File: config.mk
export PLATFORM = sky130hd
export DESIGN_NAME = regfile_mp_flat
export DESIGN_NICKNAME = d
export VERILOG_FILES = /design/src/rtl/regfile_mp_if.sv /design/src/rtl/regfile_mp.sv /design/src/flat_wrapper.sv
export SDC_FILE = /design/constraint.sdc
export NUM_CORES = 2
export LEC_CHECK = 0
export ABC_CLOCK_PERIOD_IN_PS = 2700
export CAP_MARGIN = 20
export CORE_AREA = 2 2 410 412
export CTS_CLUSTER_SIZE = 25
export DETAILED_ROUTE_END_ITERATION = 7
export DIE_AREA = 0 0 412 414
export DONT_BUFFER_PORTS = 1
export PLACE_DENSITY = 0.53
export RECOVER_POWER = 50
export SYNTH_ARGS = -nofsm -noshare
export SYNTH_HDL_FRONTEND = slang
export SYNTH_SLANG_ARGS = --single-unit
File: constraint.sdc
create_clock -name clk -period 2.7 [get_ports clk]
set_input_delay 0.135 -clock clk [delete_from_list [all_inputs] [get_ports clk]]
set_output_delay 0.135 -clock clk [all_outputs]
set_load 0.005 [all_outputs]
File: src/rtl/regfile_mp_if.sv
// Port bundle for regfile_mp: two read ports with scoreboard bits, two write ports,
// the reserve strobe and the clear-engine handshake.
interface regfile_mp_if #(
  parameter int WIDTH = 32,
  parameter int AW    = 5
);
  logic [AW-1:0]      ra1;
  logic [AW-1:0]      ra2;
  logic [WIDTH-1:0]   rd1;
  logic [WIDTH-1:0]   rd2;
  logic               busy1;
  logic               busy2;
  logic               we_a;
  logic [AW-1:0]      wa_a;
  logic [WIDTH-1:0]   wd_a;
  logic [WIDTH/8-1:0] be_a;
  logic               we_b;
  logic [AW-1:0]      wa_b;
  logic [WIDTH-1:0]   wd_b;
  logic               rsv_en;
  logic [AW-1:0]      rsv_addr;
  logic               clr_req;
  logic               clr_busy;
  logic               clr_done;

  modport master (
    output ra1, ra2, we_a, wa_a, wd_a, be_a, we_b, wa_b, wd_b,
           rsv_en, rsv_addr, clr_req,
    input  rd1, rd2, busy1, busy2, clr_busy, clr_done
  );

  modport slave (
    input  ra1, ra2, we_a, wa_a, wd_a, be_a, we_b, wa_b, wd_b,
           rsv_en, rsv_addr, clr_req,
    output rd1, rd2, busy1, busy2, clr_busy, clr_done
  );
endinterface

File: src/rtl/regfile_mp.sv
// Two-write-port register file with byte enables on port A, optional write-to-read
// bypass, a per-register busy scoreboard and a one-register-per-cycle clear engine.
module regfile_mp #(
  parameter int WIDTH    = 32,
  parameter int AW       = 5,
  parameter int BYPASS   = 1,
  parameter int ZERO_REG = 1
) (
  input  logic        clk,
  input  logic        rst_n,
  regfile_mp_if.slave bus
);
  localparam int NREGS = 2 ** AW;
  localparam int NB    = WIDTH / 8;

  typedef enum logic {IDLE = 1'b0, CLEAR = 1'b1} state_t;

  state_t           state_reg;
  logic [AW-1:0]    idx_reg;
  logic             clr_busy_reg;
  logic             clr_done_reg;
  logic [WIDTH-1:0] regs_reg  [NREGS];
  logic [WIDTH-1:0] regs_next [NREGS];
  logic [NREGS-1:0] busy_reg;
  logic [NREGS-1:0] busy_next;
  logic             act_a;
  logic             act_b;
  logic             act_r;

  function automatic logic addr_ok(input logic [AW-1:0] a);
    return (ZERO_REG == 0) || (a != '0);
  endfunction

  // All writes and reserves are suppressed while the sweep owns the array.
  assign act_a = bus.we_a   && (state_reg == IDLE) && addr_ok(bus.wa_a);
  assign act_b = bus.we_b   && (state_reg == IDLE) && addr_ok(bus.wa_b);
  assign act_r = bus.rsv_en && (state_reg == IDLE) && addr_ok(bus.rsv_addr);

  always_comb begin
    for (int i = 0; i < NREGS; i++) begin
      regs_next[i] = regs_reg[i];
      if (act_a && (bus.wa_a == AW'(i))) begin
        for (int b = 0; b < NB; b++) begin
          if (bus.be_a[b]) regs_next[i][8*b +: 8] = bus.wd_a[8*b +: 8];
        end
      end
      if (act_b && (bus.wa_b == AW'(i))) regs_next[i] = bus.wd_b;
      if ((state_reg == CLEAR) && (idx_reg == AW'(i))) regs_next[i] = '0;
    end
  end

  // Reserve is applied last so it beats a same-cycle writeback.
  always_comb begin
    busy_next = busy_reg;
    if (act_a) busy_next[bus.wa_a] = 1'b0;
    if (act_b) busy_next[bus.wa_b] = 1'b0;
    if (act_r) busy_next[bus.rsv_addr] = 1'b1;
    if (state_reg == CLEAR) busy_next[idx_reg] = 1'b0;
  end

  always_ff @(posedge clk or negedge rst_n) begin
    if (!rst_n) begin
      for (int i = 0; i < NREGS; i++) regs_reg[i] <= '0;
      busy_reg <= '0;
    end else begin
      regs_reg <= regs_next;
      busy_reg <= busy_next;
    end
  end

  always_ff @(posedge clk or negedge rst_n) begin
    if (!rst_n) begin
      state_reg    <= IDLE;
      idx_reg      <= '0;
      clr_busy_reg <= 1'b0;
      clr_done_reg <= 1'b0;
    end else begin
      case (state_reg)
        IDLE: begin
          clr_done_reg <= 1'b0;
          if (bus.clr_req) begin
            state_reg    <= CLEAR;
            idx_reg      <= '0;
            clr_busy_reg <= 1'b1;
          end
        end
        CLEAR: begin
          idx_reg <= idx_reg + 1'b1;
          if (idx_reg == AW'(NREGS - 1)) begin
            state_reg    <= IDLE;
            clr_busy_reg <= 1'b0;
            clr_done_reg <= 1'b1;
          end
        end
        default: state_reg <= IDLE;
      endcase
    end
  end

  genvar gi;
  for (gi = 0; gi < 2; gi++) begin : g_rd
    logic [AW-1:0]    ra;
    logic [WIDTH-1:0] rd;
    logic             bz;
    logic             hit_a;
    logic             hit_b;
    logic             hit_r;

    assign ra    = (gi == 0) ? bus.ra1 : bus.ra2;
    assign hit_a = act_a && (bus.wa_a == ra);
    assign hit_b = act_b && (bus.wa_b == ra);
    assign hit_r = act_r && (bus.rsv_addr == ra);

    always_comb begin
      rd = regs_reg[ra];
      bz = busy_reg[ra];
      if (BYPASS != 0) begin
        for (int b = 0; b < NB; b++) begin
          if (hit_a && bus.be_a[b]) rd[8*b +: 8] = bus.wd_a[8*b +: 8];
        end
        if (hit_b) rd = bus.wd_b;
        if (hit_a || hit_b) bz = 1'b0;
        if (hit_r) bz = 1'b1;
      end
      if (!addr_ok(ra)) begin
        rd = '0;
        bz = 1'b0;
      end
    end
  end

  assign bus.rd1      = g_rd[0].rd;
  assign bus.rd2      = g_rd[1].rd;
  assign bus.busy1    = g_rd[0].bz;
  assign bus.busy2    = g_rd[1].bz;
  assign bus.clr_busy = clr_busy_reg;
  assign bus.clr_done = clr_done_reg;
endmodule
File: src/flat_wrapper.sv
// flat-port wrapper written by rule: the top's interface ports become plain ports
module regfile_mp_flat 
#(
  parameter int WIDTH    = 32,
  parameter int AW       = 5,
  parameter int BYPASS   = 1,
  parameter int ZERO_REG = 1
)
  (clk, rst_n, bus_ra1, bus_ra2, bus_we_a, bus_wa_a, bus_wd_a, bus_be_a, bus_we_b, bus_wa_b, bus_wd_b, bus_rsv_en, bus_rsv_addr, bus_clr_req, bus_rd1, bus_rd2, bus_busy1, bus_busy2, bus_clr_busy, bus_clr_done);
  regfile_mp_if #(.WIDTH(WIDTH), .AW(AW)) bus_i ();
  input  logic clk;
  input  logic rst_n;
  input wire logic [$bits(bus_i.ra1)-1:0] bus_ra1;
  input wire logic [$bits(bus_i.ra2)-1:0] bus_ra2;
  input wire logic [$bits(bus_i.we_a)-1:0] bus_we_a;
  input wire logic [$bits(bus_i.wa_a)-1:0] bus_wa_a;
  input wire logic [$bits(bus_i.wd_a)-1:0] bus_wd_a;
  input wire logic [$bits(bus_i.be_a)-1:0] bus_be_a;
  input wire logic [$bits(bus_i.we_b)-1:0] bus_we_b;
  input wire logic [$bits(bus_i.wa_b)-1:0] bus_wa_b;
  input wire logic [$bits(bus_i.wd_b)-1:0] bus_wd_b;
  input wire logic [$bits(bus_i.rsv_en)-1:0] bus_rsv_en;
  input wire logic [$bits(bus_i.rsv_addr)-1:0] bus_rsv_addr;
  input wire logic [$bits(bus_i.clr_req)-1:0] bus_clr_req;
  output wire logic [$bits(bus_i.rd1)-1:0] bus_rd1;
  output wire logic [$bits(bus_i.rd2)-1:0] bus_rd2;
  output wire logic [$bits(bus_i.busy1)-1:0] bus_busy1;
  output wire logic [$bits(bus_i.busy2)-1:0] bus_busy2;
  output wire logic [$bits(bus_i.clr_busy)-1:0] bus_clr_busy;
  output wire logic [$bits(bus_i.clr_done)-1:0] bus_clr_done;
  assign bus_i.ra1 = bus_ra1;
  assign bus_i.ra2 = bus_ra2;
  assign bus_i.we_a = bus_we_a;
  assign bus_i.wa_a = bus_wa_a;
  assign bus_i.wd_a = bus_wd_a;
  assign bus_i.be_a = bus_be_a;
  assign bus_i.we_b = bus_we_b;
  assign bus_i.wa_b = bus_wa_b;
  assign bus_i.wd_b = bus_wd_b;
  assign bus_i.rsv_en = bus_rsv_en;
  assign bus_i.rsv_addr = bus_rsv_addr;
  assign bus_i.clr_req = bus_clr_req;
  assign bus_rd1 = bus_i.rd1;
  assign bus_rd2 = bus_i.rd2;
  assign bus_busy1 = bus_i.busy1;
  assign bus_busy2 = bus_i.busy2;
  assign bus_clr_busy = bus_i.clr_busy;
  assign bus_clr_done = bus_i.clr_done;
  regfile_mp #(.WIDTH(WIDTH), .AW(AW), .BYPASS(BYPASS), .ZERO_REG(ZERO_REG)) u_core (.clk(clk), .rst_n(rst_n), .bus(bus_i));
endmodule
Word level (Yosys, flattened, before mapping)
Cells that the tools add are included.
{ "word_totals": {"output_inout_bits": 68, "elab_cells": 826, "input_bits": 99, "regBits": 1064} }
{ "classes": {"eq_ne": 101, "order_cmp": 12, "reduce_logical": 419, "n_bitwise": 10, "muxes": 150, "n_addsub": 1} }
{ "op_table": {"columns": ["operator", "count"], "rows": [
  ["32-bit two-way mux", 108],
  ["3-bit nonzero test", 160],
  ["32-bit binary-select mux with 5-bit select", 2],
  ["2-bit AND reduction", 129],
  ["5-bit == test (second input constant)", 48],
  ["5-bit by 4-bit == test with 1-bit output (second input constant)", 24],
  ["1-bit logical AND", 120],
  ["32-bit bitwise AND", 3],
  ["8-bit two-way mux", 12],
  ["32-bit NOT", 3],
  ["5-bit by 3-bit == test with 1-bit output (second input constant)", 12],
  ["5-bit by 6-bit < comparator with 1-bit output (second input constant)", 6],
  ["32-bit OR", 1],
  ["5-bit by 2-bit == test with 1-bit output (second input constant)", 6],
  ["5-bit == test", 6],
  ["5-bit nonzero test", 5],
  ["1-bit demux with 5-bit select", 4],
  ["5-bit by 1-bit greater-or-equal comparator with 1-bit output (second input constant)", 4],
  ["1-bit two-way mux", 17],
  ["5-bit by 1-bit == test with 1-bit output (second input constant)", 3],
  ["5-bit zero test", 3],
  ["6-bit greater-or-equal comparator (second input constant)", 2],
  ["5-bit NOT with 6-bit output", 2],
  ["1-bit binary-select mux with 5-bit select", 2],
  ["7 further kinds", 11]
]} }

Depth between registers and ports, before layout
{ "logic_depth": {"depth_word": 13, "depth_mapped": 11} }

Least setup slack after synthesis
No wires, ideal clock.
{ "synth_path": {"kind": "flip-flop to flip-flop", "start": "register u_core.idx_reg[0]", "end": "register u_core.regs_reg[526] in the netlist's numbering", "stages_incl_launch_ff": 12, "setup_slack_ns": 0.285, "arrival_ns": 2.323, "cell_sequence": "dfrtp_1 -> ha_1 -> buf_2 -> and3_1 -> ha_1 -> and2_1 -> clkbuf_1 -> or2_2 -> a21oi_2 -> buf_2 -> nand2_1 -> o31ai_2"} }
{ "synth_via": {"elab_chain_len": 4} }
{ "synth_rtl": {"columns": ["item", "line", "source"], "rows": [
  ["from (decl)", "regfile_mp.sv:19", "logic [AW-1:0] idx_reg;"],
  ["from (signal assigned)", "regfile_mp.sv:88", "idx_reg <= idx_reg + 1'b1;"],
  ["5-bit by 4-bit == test with 1-bit output *", "regfile_mp.sv:48", "if ((state_reg == CLEAR) && (idx_reg == AW'(i))) regs_next[i] = '0;"],
  ["1-bit logical AND *", "regfile_mp.sv:48", null],
  ["3-bit nonzero test (no line)", null, null],
  ["2-bit AND reduction (no line)", null, null],
  ["to (signal assigned)", "regfile_mp.sv:66", "regs_reg <= regs_next;"],
  ["to (decl)", "regfile_mp.sv:22", "logic [WIDTH-1:0] regs_reg [NREGS];"]
]} }
Every way passes the cells marked *; elsewhere a longest branch is shown, timed or not.
A chain may end at the register's enable or synchronous reset.

Worst setup path after layout
{ "layout_path": {"start": "input port bus_ra1[0]", "end": "output port bus_rd1[5]"} }
{ "layout_via": {"elab_chain_len": 7} }
{ "layout_rtl": {"columns": ["item", "line", "source"], "rows": [
  ["from (decl)", "flat_wrapper.sv:13", "input wire logic [$bits(bus_i.ra1)-1:0] bus_ra1;"],
  ["5-bit NOT with 6-bit output (not written as such)", "regfile_mp.sv:115", "rd = regs_reg[ra];"],
  ["32-bit binary-select mux with 5-bit select", "regfile_mp.sv:115", null],
  ["32-bit two-way mux (not written as such) (2 in a row)", "regfile_mp.sv:115", null],
  ["8-bit two-way mux", "regfile_mp.sv:119", "if (hit_a && bus.be_a[b]) rd[8*b +: 8] = bus.wd_a[8*b +: 8];"],
  ["32-bit two-way mux", "regfile_mp.sv:121", "if (hit_b) rd = bus.wd_b;"],
  ["32-bit two-way mux *", "regfile_mp.sv:125", "if (!addr_ok(ra)) begin"],
  ["to (decl)", "flat_wrapper.sv:25", "output wire logic [$bits(bus_i.rd1)-1:0] bus_rd1;"]
]} }
Every way passes the cells marked *; elsewhere a longest branch is shown, timed or not. The select of a mux whose other input is x is not followed.

==> results.sh <==
export IMPL_clock_latency_ns=0.81
export IMPL_dieArea_sq_um=171000
export IMPL_r2r_start="u_core.state_reg$_DFF_PN0_"
export IMPL_finalCriticalPeriod_ns=3.71
export IMPL_drc=2
export IMPL_placementRows=150
export IMPL_finalCritPeriodShare_pct=137
export IMPL_routed_via_density=7.03
export IMPL_synth_edf_count=0
export IMPL_final_hold_violation_count=308
export IMPL_synth_seq_area_share_pct=39.3
export IMPL_setup_viol=65
export IMPL_outcome="complete, but fails checks"
export IMPL_gp_congestion=0.969
export IMPL_synth_seq_cells=1064
export IMPL_path_class="in -> out"
export IMPL_min_path_type="in -> async"
export IMPL_h_tree_depth=4
export IMPL_core_sq_um=166000
export IMPL_place_port_buffers=0
export IMPL_cts_buffers=131
export IMPL_layoutNonFillerInstCount=9352
export IMPL_fmax_mhz=270
export IMPL_drive_gt1_share_pct=22.9
export IMPL_grt_pass1_wl_microns=473000
export IMPL_ys_types=68
export IMPL_cts_sinks=1064
export IMPL_clkSlewWorstSetupHoldPaths_ns=0.06
export IMPL_crit_path_start="bus_ra1[0]"
export IMPL_worstPathArrival_ns=3.57
export IMPL_synth_common_cells="a22oi_1 (1161), dfrtp_1 (1064), a21oi_1 (1025)"
export IMPL_dpl_hpwl_microns=195000
export IMPL_totalWireLength_microns=338000
export IMPL_initial_utilization_pct=40.7
export IMPL_finalSetupTns_ns=-35.62
export IMPL_track_usage_pct=38.5
export IMPL_route_vias_total=65700
export IMPL_cp_max_fo=327
export IMPL_leakage_uw=0.0348
export IMPL_tightest_slew_ns=2.40
export IMPL_synth_ff_type="dfrtp_1"
export IMPL_dieHeight_microns=414
export IMPL_grt_overflow=0
export IMPL_async_reset_ff_share_pct=100
export IMPL_worstSetupEndpointType="primary output"
export IMPL_firstDrtPassIters=8
export IMPL_clockBufferDepth=3
export IMPL_grt_pass1_vias=62600
export IMPL_yosysMostFrequentCell="a22oi_1"
export IMPL_antenna_found_initial=32
export IMPL_cts_tree="yes"
export IMPL_drt_initial_drc_count=10300
export IMPL_syn_inst=7021
export IMPL_cts_root_buf="clkbuf_16"
export IMPL_yosysWarnings=0
export IMPL_die_w_microns=412
export IMPL_drv_cap=1
export IMPL_nets=7136
export IMPL_synth_fp_nets=7126
export IMPL_largest_register_ff_count=1024
export IMPL_synthTopCellsByArea="dfrtp_1 (39%), mux4_2 (13%), a22oi_1 (13%)"
export IMPL_fin_skew_ns=0.0230
export IMPL_crit_path_start_kind="input port"
export IMPL_syn_area_per_cell_sq_um=9.64
export IMPL_max_slew_margin_pct=-59.9
export IMPL_grt_start_max_net_pins=328
export IMPL_rsz0062_at_grt="true"
export IMPL_required_ns=2.57
export IMPL_synth_top_cell_by_area="dfrtp_1"
export IMPL_drv_slew=346
export IMPL_violations="DRC, hold timing, capacitance limit, slew limit, setup timing"
export IMPL_syn_area_sq_um=67700
export IMPL_drtAntennaViolNets=0
export IMPL_area_growth_pct=20.0
export IMPL_pin_count=167
export IMPL_synth_top_area_share_pct=39.3
export IMPL_dp_cells=8843
export IMPL_ir_worst_vdd_v=0.000667
export IMPL_worst_slack_ns=-1.01
export IMPL_power_density_nw_per_um2=964
export IMPL_wl_per_cell_microns=36.2
export IMPL_whs_ns=-0.959
export IMPL_totalPowerFinal_uw=78300
==> path summary, 6_finish.rpt <==
kind                                                          to  slack, ns  cells after the start
worst max-delay path                                  bus_rd1[5]      -1.01                      6
worst min-delay path            u_core.regs_reg[976]$_DFFE_PN0P_      -0.96                      0
worst max register to register  u_core.regs_reg[261]$_DFFE_PN0P_       0.02                     12
worst min register to register  u_core.regs_reg[531]$_DFFE_PN0P_       0.51                      2
max in group asynchronous       u_core.regs_reg[387]$_DFFE_PN0P_       0.34                      4
min in group clk                u_core.regs_reg[659]$_DFFE_PN0P_       0.06                      5
==> metrics by stage <==
step	util, %	setup slack (ns)	cell area (sq um)
after floorplan	-	0.285	67700
final	48.8	-1.01	81200
after detailed placement	42.9	-0.741	71300
after global routing	48.8	-0.585	81200
after global placement	42.9	-0.751	71300
after CTS	47.9	-0.343	79600
==> cell type report <==
type,count,area (sq um)
Antenna cell,20,50.0
Clock buffer,202,3940
Clock inverter,28,258
Fill cell,15300,85100
Inverter,31,119
Multi-Input combinational cell,5072,39100
Sequential cell,1064,26600
Tap cell,2204,2760
Timing Repair Buffer,731,8360
==> repair_timing <==
action	in CTS	in global routing
setup buffers	55	49
resized for setup	237	191
hold buffers	154	2
gates cloned	10	5
hold endpoints to repair	1593	396
pin swaps	57	95
endpoints found under the setup margin	109	609
==> where the power goes <==
group	switching [uW]	leakage, uW	total, uW	internal [uW]
combinational	16400	0.0200	30900	14500
clock	7670	0.00208	17900	10200
sequential	5940	0.0128	29500	23500
==> cell families after synthesis <==
logic type	after synthesis	synth area share [%]
AOI/OAI and AO/OA	2652	25.9
and+or+nand+nor	1676	10.7
DFF	1064	39.3
buffers and inverters	888	5.95
xor gates and xnor gates	32	0.414
adders and majority gates	6	0.111
muxes	703	17.6
==> per-layer routing <==
metal | track usage [%] | part of all wire [%]
met1 | 50.6 | 37
met2 | 54.7 | 42
met3 | 13.3 | 14
met4 | 22.4 | 6.7
met5 | 0 | 0.054
==> placed cells by master, fill, tap and decap left out, types with 33 or more instances in the layout <==
master / count
a21oi_1: 989
a21oi_4: 39
a221oi_1: 113
a22oi_1: 1152
a31oi_4: 40
and2_1: 33
buf_12: 168
buf_4: 383
buf_6: 70
clkbuf_1: 37
clkbuf_16: 139
dfrtp_1: 1064
dlygate4sd3_1: 89
mux2i_1: 308
mux4_2: 392
nand2_1: 337
nand2_2: 40
nor2_1: 1000
nor3_4: 40
o21ai_0: 118
o21ai_2: 36
==> critical path, cell delays in order <==
cell,delay (ns)
mux4_2,1.32
a22oi_1,0.37
nand2_1,0.15
nand3_1,0.16
a31oi_4,0.16
buf_6,0.16
Note: power is estimated with default switching activity, not from simulation.
